==> src/rtl/fb_arbiter.sv <==
// fb_arbiter: single-port RAM arbiter for the 1bpp video buffer.
// Display reads always win, the clear engine fills the buffer when the
// display is idle, and the host write port gets whatever slots remain.
module fb_arbiter #(
    parameter int VGA_WIDTH  = 640,
    parameter int VGA_HEIGHT = 480,
    parameter int ADDR_WIDTH = 19
) (
    input  logic                  clk,
    input  logic                  rst,
    input  logic                  disp_req,
    input  logic [ADDR_WIDTH-1:0] disp_addr,
    output logic                  disp_valid,
    output logic                  disp_data,
    input  logic                  wr_valid,
    output logic                  wr_ready,
    input  logic [ADDR_WIDTH-1:0] wr_addr,
    input  logic                  wr_data,
    output logic                  wr_err,
    input  logic                  clr_start,
    input  logic                  clr_value,
    output logic                  clr_busy,
    output logic                  clr_done,
    output logic                  mem_en,
    output logic                  mem_we,
    output logic [ADDR_WIDTH-1:0] mem_addr,
    output logic                  mem_wdata,
    input  logic                  mem_rdata
);

    localparam int                    BUFFER_SIZE = VGA_WIDTH * VGA_HEIGHT;
    localparam logic [ADDR_WIDTH:0]   BUF_LIMIT   = (ADDR_WIDTH + 1)'(BUFFER_SIZE);
    localparam logic [ADDR_WIDTH-1:0] LAST_ADDR   = ADDR_WIDTH'(BUFFER_SIZE - 1);

    typedef enum logic [1:0] {
        ST_IDLE,
        ST_CLEAR,
        ST_DONE
    } state_t;

    state_t                state_q, state_d;
    logic [ADDR_WIDTH-1:0] cnt_q, cnt_d;
    logic                  clr_val_q, clr_val_d;
    logic                  clr_busy_q, clr_busy_d;
    logic                  clr_done_q, clr_done_d;
    logic                  rd_pend_q, rd_pend_d;
    logic                  rd_oob_q, rd_oob_d;
    logic                  disp_valid_q, disp_valid_d;
    logic                  disp_data_q, disp_data_d;
    logic                  wr_err_q, wr_err_d;

    logic disp_oob, wr_oob;
    logic disp_grant, clr_grant, host_grant, wr_ready_c;

    // Grant decode: display first, then clear engine, then host.
    always_comb begin
        disp_oob   = {1'b0, disp_addr} >= BUF_LIMIT;
        wr_oob     = {1'b0, wr_addr} >= BUF_LIMIT;
        disp_grant = disp_req & ~rst;
        clr_grant  = (state_q == ST_CLEAR) & ~disp_req & ~rst;
        wr_ready_c = (state_q == ST_IDLE) & ~disp_req & ~clr_start & ~rst;
        host_grant = wr_valid & wr_ready_c;
    end

    // RAM port drive; out-of-range accesses keep the address but never enable the RAM.
    always_comb begin
        mem_en    = 1'b0;
        mem_we    = 1'b0;
        mem_addr  = '0;
        mem_wdata = 1'b0;
        if (disp_grant) begin
            mem_en   = ~disp_oob;
            mem_addr = disp_addr;
        end else if (clr_grant) begin
            mem_en    = 1'b1;
            mem_we    = 1'b1;
            mem_addr  = cnt_q;
            mem_wdata = clr_val_q;
        end else if (host_grant) begin
            mem_en    = ~wr_oob;
            mem_we    = ~wr_oob;
            mem_addr  = wr_addr;
            mem_wdata = wr_data;
        end
    end

    // Clear sequencer next state; the counter only advances on cycles it owns the port.
    always_comb begin
        state_d   = state_q;
        cnt_d     = cnt_q;
        clr_val_d = clr_val_q;
        case (state_q)
            ST_IDLE: begin
                if (clr_start) begin
                    state_d   = ST_CLEAR;
                    cnt_d     = '0;
                    clr_val_d = clr_value;
                end
            end
            ST_CLEAR: begin
                if (clr_grant) begin
                    if (cnt_q == LAST_ADDR) state_d = ST_DONE;
                    else                    cnt_d   = cnt_q + ADDR_WIDTH'(1);
                end
            end
            ST_DONE: state_d = ST_IDLE;
            default: state_d = ST_IDLE;
        endcase
        clr_busy_d = (state_d == ST_CLEAR);
        clr_done_d = (state_d == ST_DONE);
    end

    // Read-return pipeline and host error flag next values.
    always_comb begin
        rd_pend_d    = disp_grant;
        rd_oob_d     = disp_oob;
        disp_valid_d = rd_pend_q;
        disp_data_d  = rd_pend_q & ~rd_oob_q & mem_rdata;
        wr_err_d     = host_grant & wr_oob;
    end

    // All state registers with synchronous reset.
    always_ff @(posedge clk) begin
        if (rst) begin
            state_q      <= ST_IDLE;
            cnt_q        <= '0;
            clr_val_q    <= 1'b0;
            clr_busy_q   <= 1'b0;
            clr_done_q   <= 1'b0;
            rd_pend_q    <= 1'b0;
            rd_oob_q     <= 1'b0;
            disp_valid_q <= 1'b0;
            disp_data_q  <= 1'b0;
            wr_err_q     <= 1'b0;
        end else begin
            state_q      <= state_d;
            cnt_q        <= cnt_d;
            clr_val_q    <= clr_val_d;
            clr_busy_q   <= clr_busy_d;
            clr_done_q   <= clr_done_d;
            rd_pend_q    <= rd_pend_d;
            rd_oob_q     <= rd_oob_d;
            disp_valid_q <= disp_valid_d;
            disp_data_q  <= disp_data_d;
            wr_err_q     <= wr_err_d;
        end
    end

    assign wr_ready   = wr_ready_c;
    assign wr_err     = wr_err_q;
    assign clr_busy   = clr_busy_q;
    assign clr_done   = clr_done_q;
    assign disp_valid = disp_valid_q;
    assign disp_data  = disp_data_q;

endmodule

==> config.mk <==
export PLATFORM = sky130hd
export DESIGN_NAME = fb_arbiter
export DESIGN_NICKNAME = d
export VERILOG_FILES = /design/src/rtl/fb_arbiter.sv
export SDC_FILE = /design/constraint.sdc
export NUM_CORES = 1
export LEC_CHECK = 0
export CORE_ASPECT_RATIO = 0.5
export CORE_MARGIN = 4
export CORE_UTILIZATION = 65
export CTS_CLUSTER_SIZE = 30
export DETAILED_ROUTE_END_ITERATION = 10
export DONT_BUFFER_PORTS = 1
export PLACE_DENSITY = 0.87
export SLEW_MARGIN = 40
export SYNTH_ARGS = -nofsm -noshare
export SYNTH_HDL_FRONTEND = slang
export SYNTH_SLANG_ARGS = --single-unit
==> constraint.sdc <==
create_clock -name clk -period 4.5 [get_ports clk]
set_clock_uncertainty 0.1 [all_clocks]
set_input_delay 0.9 -clock clk [delete_from_list [all_inputs] [get_ports clk]]
set_output_delay 0.9 -clock clk [all_outputs]
set_load 0.005 [all_outputs]
Word-level counts from Yosys, hierarchy flattened:

Index checks and enable logic that the tools add are counted.

* add/subtract/negate cells: 1
* $mul: 0
* div/mod/pow operators: 0
* magnitude comparators: 2
* equality and inequality tests: 7
* shifts and indexed selects: 0
* mux-type cells: 18
* bitwise operators: 16
* reductions and logical operators: 4

Operators with widths (number)
* $mux W19: 6
* $ge A19 B19 Y1 const B: 2
* $pmux W19 S2: 1
* $add A19 B1 Y19 const B: 1
* $eq A19 B19 Y1 const B: 1
* $and A1 B1 Y1: 10
* $mux W1: 7
* $mux W2: 3
* $ne A2 B2 Y1 const B: 3
* $not A1 Y1: 6
* $eq A2 B1 Y1 const B: 2
* $pmux W2 S2: 1
* $reduce_and A4 Y1: 1
* $eq A2 B2 Y1 const B: 1
* $logic_not A2 Y1: 1
* $reduce_and A2 Y1: 1
* $reduce_bool A2 Y1: 1

* bits in registers: 29
* bits in latches: 0
* memory bits (writable): 0
* bits in read-only memories: 0
* input port bits: 46
* output and inout bits: 28
* logic and storage cells: 58
* memories: 0

Logic depth before layout (Yosys ltp):

Gate-level depths: netlist of run 1.

* depth after elaboration: 8
* gate-level depth with buffers: 6
* gate-level depth less buffers: 5

Worst setup path before layout of run 1:

OpenSTA, ideal clock, no wires.

* path type: in2out
* start point: input rst
* end point: output mem_addr[10]
* data arrival time: 1.891 ns
* data required time: 3.500 ns
* slack: 1.609 ns
* stages: 6
* buffers on the path: 2
* cell sequence: nor3_1 and3_1 clkbuf_1 clkbuf_1 a222oi_1 inv_1

* cells in the longest elaborated chain, start to end: 6
* elaborated cells between the ends (all ways): 8
* classes of those cells: mux (3); bitwise (5)

Ends and longest elaborated chain
* start, declared: RTL line 10 `input logic rst,`
* $not A1 Y1 (*): RTL line 59, 60, 61
* $and A1 B1 Y1: RTL line 61 `wr_ready_c = (state_q == ST_IDLE) & ~disp_req & ~clr_start & ~rst;`
* $and A1 B1 Y1: RTL line 62 `host_grant = wr_valid & wr_ready_c;`
* $mux W19: RTL line 79 `end else if (host_grant) begin`
* $mux W19: RTL line 74 `end else if (clr_grant) begin`
* $mux W19 (*): RTL line 71 `if (disp_grant) begin`
* end, declared: RTL line 26 `output logic [ADDR_WIDTH-1:0] mem_addr,`

Mark *: on every way between the ends. The rest lies on a longest branch, timed or not.

Worst setup path in the final report of run 1:

* start point: input rst
* end point: output mem_addr[7]

The elaborated chain is that of the path after synthesis.

==> results.cfg, run 1 <==
[worst_setup_path]
crit_family = simple AND/OR/NAND/NOR gates
rr_worst_depth = 4
rr_startpoint = state_q[0]
required_ns = 3.50
endpoint_kind = output port
worst-path-max-fanout = 23
crit_slowest_cell = and3_1
critPathBufInv = 1
crit_path_start_kind = input port
rr_endpoint = cnt_q[17]
cp-startpoint = rst
ff2ff_setup_slack_ns = 2.34
critPathMaxStageDelay_ns = 0.71
critical_path_class = input port to output port
arrival_ns = 2.20
worstPathCellList = nor3_1 > and3_1 > a222oi_1 > inv_1

[sta]
setup_ws_ns = 1.301
timing.slew.headroom_pct = 46.24
setup_tns_ns = 0
slew_viol_final = 0
tightest_slew_ns = 0.8034
final_hold_viol_count = 0
rsz0062_at_grt = false
fin_crit_sh_pct = 71.10
setup_violations = 0
fmax_mhz = 312.6
hold_slack_ns = 0.3809
min_period_ns = 3.199

[floorplan]
die_w_um = 83.43
placeableCoreArea_um2 = 2651
pin_count = 74
initial_utilization_pct = 69.75
die_h_um = 45.72
rows = 13
die_area_um2 = 3814

[clocking]
cts_max_level = 2
cts_buffers = 5
cts-resized-gates = 0
path_clk_slew_ns = 0.05
tritoncts = yes
cts_setup_buffers = 0
clockBufferDepth = 2
clock_sinks = 29
hold_buffers = 0
clockRootBuffer = clkbuf_8
insertion_delay_ns = 0.28

[yosys]
synth-seq-area-share_pct = 31.39
syn_area_um2 = 1849
syn_avg_cell_area_um2 = 8.561
synth_flop_cell = dfxtp_1
syn_inst = 216
synth.distinct_cells = 47
async_reset_ff_share_pct = 0
yosysWarnings = 0
ys_ff_latch = 29
syn_nets = 263
synth_edf_count = 0

[final_layout]
drive_above_1_share_pct = 7.246
post-route-util_pct = 72.58
antennaDiodeCount = 0
multi_input_area_um2 = 1110
area_growth_pct = 4.060
finalNonFillerCells = 244
finalInstanceArea_um2 = 1924
n_fill_cell = 201
fin_nets = 254
regArea_um2 = 580.6

[grt]
grt_use_total_pct = 25.36
grt_pass1_wl_mm = 7.576
antenna_found_initial = 0
grt_max_degree = 24
overflow = 0
grt_pass1_vias = 1600

[power_and_ir_drop]
p_leak_nw = 0.7375
finalPower_uw = 524.3
peakVddDrop_mv = 0.1428
power.density_nw_per_um2 = 272.5

[outcome]
status = finished, final reports clean

[route]
routedWlPerCell_um = 20.00
vias = 1803
routed_wl_mm = 4.880
avgViaCountPerCell = 7.389
drtIter0Drc = 221
ant_nets = 0
drc = 0
firstDrtPassIters = 6

[min_path]
hold_class = flop to flop
hp-start = disp_valid_d
min_to = disp_valid
holdPathStages = 1

[placement]
place_inst = 237
port_buffers = 0
gp_congestion = 0.8692
dpl.hpwl_mm = 3.545
place_ws_ns = 1.316
placed_cell_area_um2 = 1832

[run]
maxCapViolCount = 0
-- where the power goes --
group          leakage (nW)  internal, mW  switching, mW  total (mW)
Clock                0.0443         0.121         0.0925       0.214
Sequential            0.235         0.261        0.00387       0.265
Combinational         0.458        0.0180         0.0275      0.0455
Total                 0.738         0.400          0.124       0.524
-- flip-flops by register name, summed over array words and instances, names as in the netlist --
signal        cells
clr_busy          1
clr_done          1
clr_val_q         1
cnt_q            19
disp_data         1
disp_valid        1
disp_valid_d      1
rd_oob_q          1
state_q           2
wr_err            1
-- layout make-up --
cell class	instances	area share, %
Tap cell	37	2.406
Inverter	25	4.876
Clock buffer	7	4.486
Timing Repair Buffer	1	0.3901
Multi-Input combinational cell	145	57.67
Sequential cell	29	30.17
-- Yosys cell counts, drive strengths merged, types with 2 or more instances --
library cell / n / area (µm²)
nand4bb: 2 / 22.52
o31ai: 7 / 52.55
a211oi: 5 / 37.54
inv: 25 / 93.84
nor3: 2 / 10.01
buf: 7 / 43.79
o21ai: 9 / 45.04
o311a: 2 / 20.02
nor2b: 2 / 12.51
nand4: 4 / 25.02
nand3: 6 / 30.03
dfxtp: 29 / 580.6
clkbuf: 10 / 38.78
nor4: 5 / 43.79
nor2: 6 / 22.52
or4: 6 / 45.04
a222oi: 19 / 190.2
and3: 9 / 56.30
nor3b: 2 / 20.02
or3: 5 / 31.28
a2111o: 3 / 33.78
a21o: 2 / 15.01
nor4b: 2 / 32.53
nand2: 14 / 52.55
mux2i: 7 / 70.07
and4: 2 / 17.52
a21oi: 10 / 50.05
-- layout by cell type (no fill, tap or decap), types with 3 or more instances in the layout --
| cell type | netlist | final |
|---|---|---|
| inv_1 | 25 | 25 |
| nand3_1 | 6 | 6 |
| nand4_1 | 4 | 4 |
| nand2_1 | 14 | 14 |
| o31ai_1 | 7 | 7 |
| or4_1 | 6 | 6 |
| o21ai_0 | 9 | 9 |
| and3_1 | 9 | 9 |
| nor4_1 | 3 | 3 |
| dfxtp_1 | 29 | 29 |
| a21oi_1 | 10 | 10 |
| a2111o_1 | 3 | 3 |
| or3_1 | 5 | 5 |
| clkbuf_8 | 0 | 6 |
| a211oi_1 | 5 | 5 |
| mux2i_1 | 7 | 7 |
| nor2_1 | 6 | 5 |
| a222oi_1 | 19 | 19 |
-- worst reg2reg max path, stage by stage, from the launching register on --
cell and delay, ns:
dfxtp_1 0.48, nor4b_4 0.50, o211ai_2 0.30, or4_1 0.56
a21oi_1 0.14
-- worst max-delay path by stage --
| stage | to | slack (ns) | cells past startpoint |
|---|---|---|---|
| after floorplan | mem_addr[10] | 1.61 | 6 |
| after global placement | mem_addr[12] | 1.45 | 4 |
| after detailed placement | mem_addr[7] | 1.32 | 4 |
| after CTS | mem_addr[7] | 1.32 | 4 |
| after global routing | mem_addr[9] | 1.15 | 4 |
| final | mem_addr[7] | 1.30 | 4 |
-- cells by family (layout without fill, tap and decap cells) --
group	Yosys count	in the layout	share of synthesized area [%]
AND/OR/NAND/NOR	73	73	25.10
AO/OA/AOI/OAI	64	64	29.50
buffers and inverters	42	33	9.539
multiplexers	7	7	3.789
adder cells (fa/ha/maj)	1	1	0.6765
flip-flops	29	29	31.39
-- routing by layer --
metal	share of wire, %	track usage (%)	vias up
met2	47	40.45	106
met3	11	7.942	11
met4	1.7	10.26	0
li1	-	-	825
met5	0	0	-
met1	41	32.82	861
No activity file was read; power rests on OpenSTA's default activity.
==> run 2: changes to the inputs <==
CORE_UTILIZATION = 63   (was 65)
PLACE_DENSITY = 0.85   (was 0.87)
clock period = 3.15 ns   (was 4.5 ns; I/O delays follow)
==> run 2 against run 1 <==
  * Via count rose by 1.6%
  * Wire length rose by 4.7%
  * Setup slack got worse by 0.90 ns
  * Clock-buffer cell count did not move
  * Cell count rose by 1.6%
==> results.cfg, run 2 (synthesis gave the netlist of run 1 again) <==
[worst_setup_path]
rr_worst_depth = 4
rr_endpoint = cnt_q[13]
cp-startpoint = state_q[0]
required_ns = 2.42
critical_path_class = flop to output port
ff2ff_setup_slack_ns = 0.93
crit_end = mem_addr[16]
arrival_ns = 2.02
crit_path_start_kind = flop
endpoint_kind = output port
rr_startpoint = state_q[0]
worst-path-max-fanout = 23

[clocking]
insertion_delay_ns = 0.28
clock_sinks = 29
hold_buffers = 0
cts_buffers = 5
path_clk_slew_ns = 0.06
cts-resized-gates = 0
clockRootBuffer = clkbuf_8
cts_setup_buffers = 0
tritoncts = yes
clockBufferDepth = 2
cts_max_level = 2

[sta]
fin_crit_sh_pct = 87.34
timing.slew.headroom_pct = 45.91
slew_viol_final = 0
min_period_ns = 2.751
fmax_mhz = 363.5
setup_tns_ns = 0
tightest_slew_ns = 0.8113
setup_violations = 0
rsz0062_at_grt = false
setup_ws_ns = 0.3988
final_hold_viol_count = 0

[final_layout]
finalInstanceArea_um2 = 1947
post-route-util_pct = 72.10
largest_reg_flops = 19
largest-register = cnt_q
mostFrequentLayoutCells = dfxtp_1, inv_1, a222oi_1
drive_above_1_share_pct = 9.479
antennaDiodeCount = 0
area_growth_pct = 5.278
n_fill_cell = 225
fin_nets = 257
reg_top3 = cnt_q: 19 flops, state_q: 2 flops
final_common_cell = dfxtp_1

[grt]
grt_pass1_wl_mm = 7.783
grtUsageMet2_pct = 43.39
grt_most_used_layer = met2
grt_pass1_vias = 1647
use_met1_pct = 31.56
grt_max_degree = 24
grt_use_total_pct = 25.68
grt_use_met3_pct = 7.500
antenna_found_initial = 0
overflow = 0

[power_and_ir_drop]
p_leak_nw = 0.7459
peakVddDrop_mv = 0.2307
power.density_nw_per_um2 = 405.8

[route]
vias = 1831
routed_wl_mm = 5.109
drtIter0Drc = 204
firstDrtPassIters = 5
ant_nets = 0
routedWlPerCell_um = 20.60
avgViaCountPerCell = 7.383
drc = 0

[floorplan]
die_h_um = 46.31
pin_count = 74
die_w_um = 84.62
rows = 13
die_area_um2 = 3919
initial_utilization_pct = 68.49
placeableCoreArea_um2 = 2700

[placement]
placed_cell_area_um2 = 1843
dpl.hpwl_mm = 3.639
gp_congestion = 0.8557
port_buffers = 0
place_ws_ns = 0.5056

[min_path]
hold_class = input port to flop
hp-start = rst

[run]
maxCapViolCount = 0

[outcome]
status = finished, final reports clean
[run 2: changes by cell type in the layout (fill, tap and decap cells not counted)]
cell      previous run  this run
buf_4                1         4
clkbuf_1             1         0
clkbuf_8             6         7
clkinv_2             0         1
nor3b_2              0         1
nor3b_4              1         0
nor4_2               1         2
nor4_4               1         0
[run 2: critical path: stages (launching register included)]
cell	delay (ns)
dfxtp_1	0.38
nor2_1	0.24
and3_1	0.73
a222oi_1	0.26
inv_1	0.12
[run 2: metal layers]
layer  wire, µm  up-vias
met3        447       11
met1       2131      894
met5          0        -
li1           -      831
met4         91        0
met2       2438       95
[run 2: area by class of cell]
type / count / area (µm²) / area share (%)
multi-input cells: 145 / 1095 / 56.23
flip-flops and latches: 29 / 580.6 / 29.82
clock buffers: 7 / 96.34 / 4.949
inverters: 25 / 93.84 / 4.820
well taps: 37 / 46.29 / 2.378
repair buffers: 4 / 30.03 / 1.542
clock inverters: 1 / 5.005 / 0.2571
[run 2: power breakdown]
part / internal (mW) / leakage, nW / switching, mW / total (mW)
Sequential: 0.373 / 0.235 / 0.00541 / 0.379
Combinational: 0.0262 / 0.456 / 0.0406 / 0.0668
Clock: 0.197 / 0.0542 / 0.147 / 0.344
Total: 0.597 / 0.746 / 0.193 / 0.790
[run 2: per-stage QoR]
step,instances,hold WS [ns],power (mW)
floorplan,216,0.3417,0.4413
global placement,240,0.3599,0.4493
detailed placement,240,0.3659,0.4517
CTS,248,0.3117,0.7920
global route,248,0.3037,0.8194
finish,248,0.3114,0.7900
[run 2: worst min path at each step]
stage	to	cells after the start
2_1_floorplan	disp_valid	1
3_3_place_gp	disp_valid	1
3_5_place_dp	disp_valid	1
4_1_cts	clr_val_q	1
5_1_grt	clr_val_q	1
6_report	clr_val_q	1
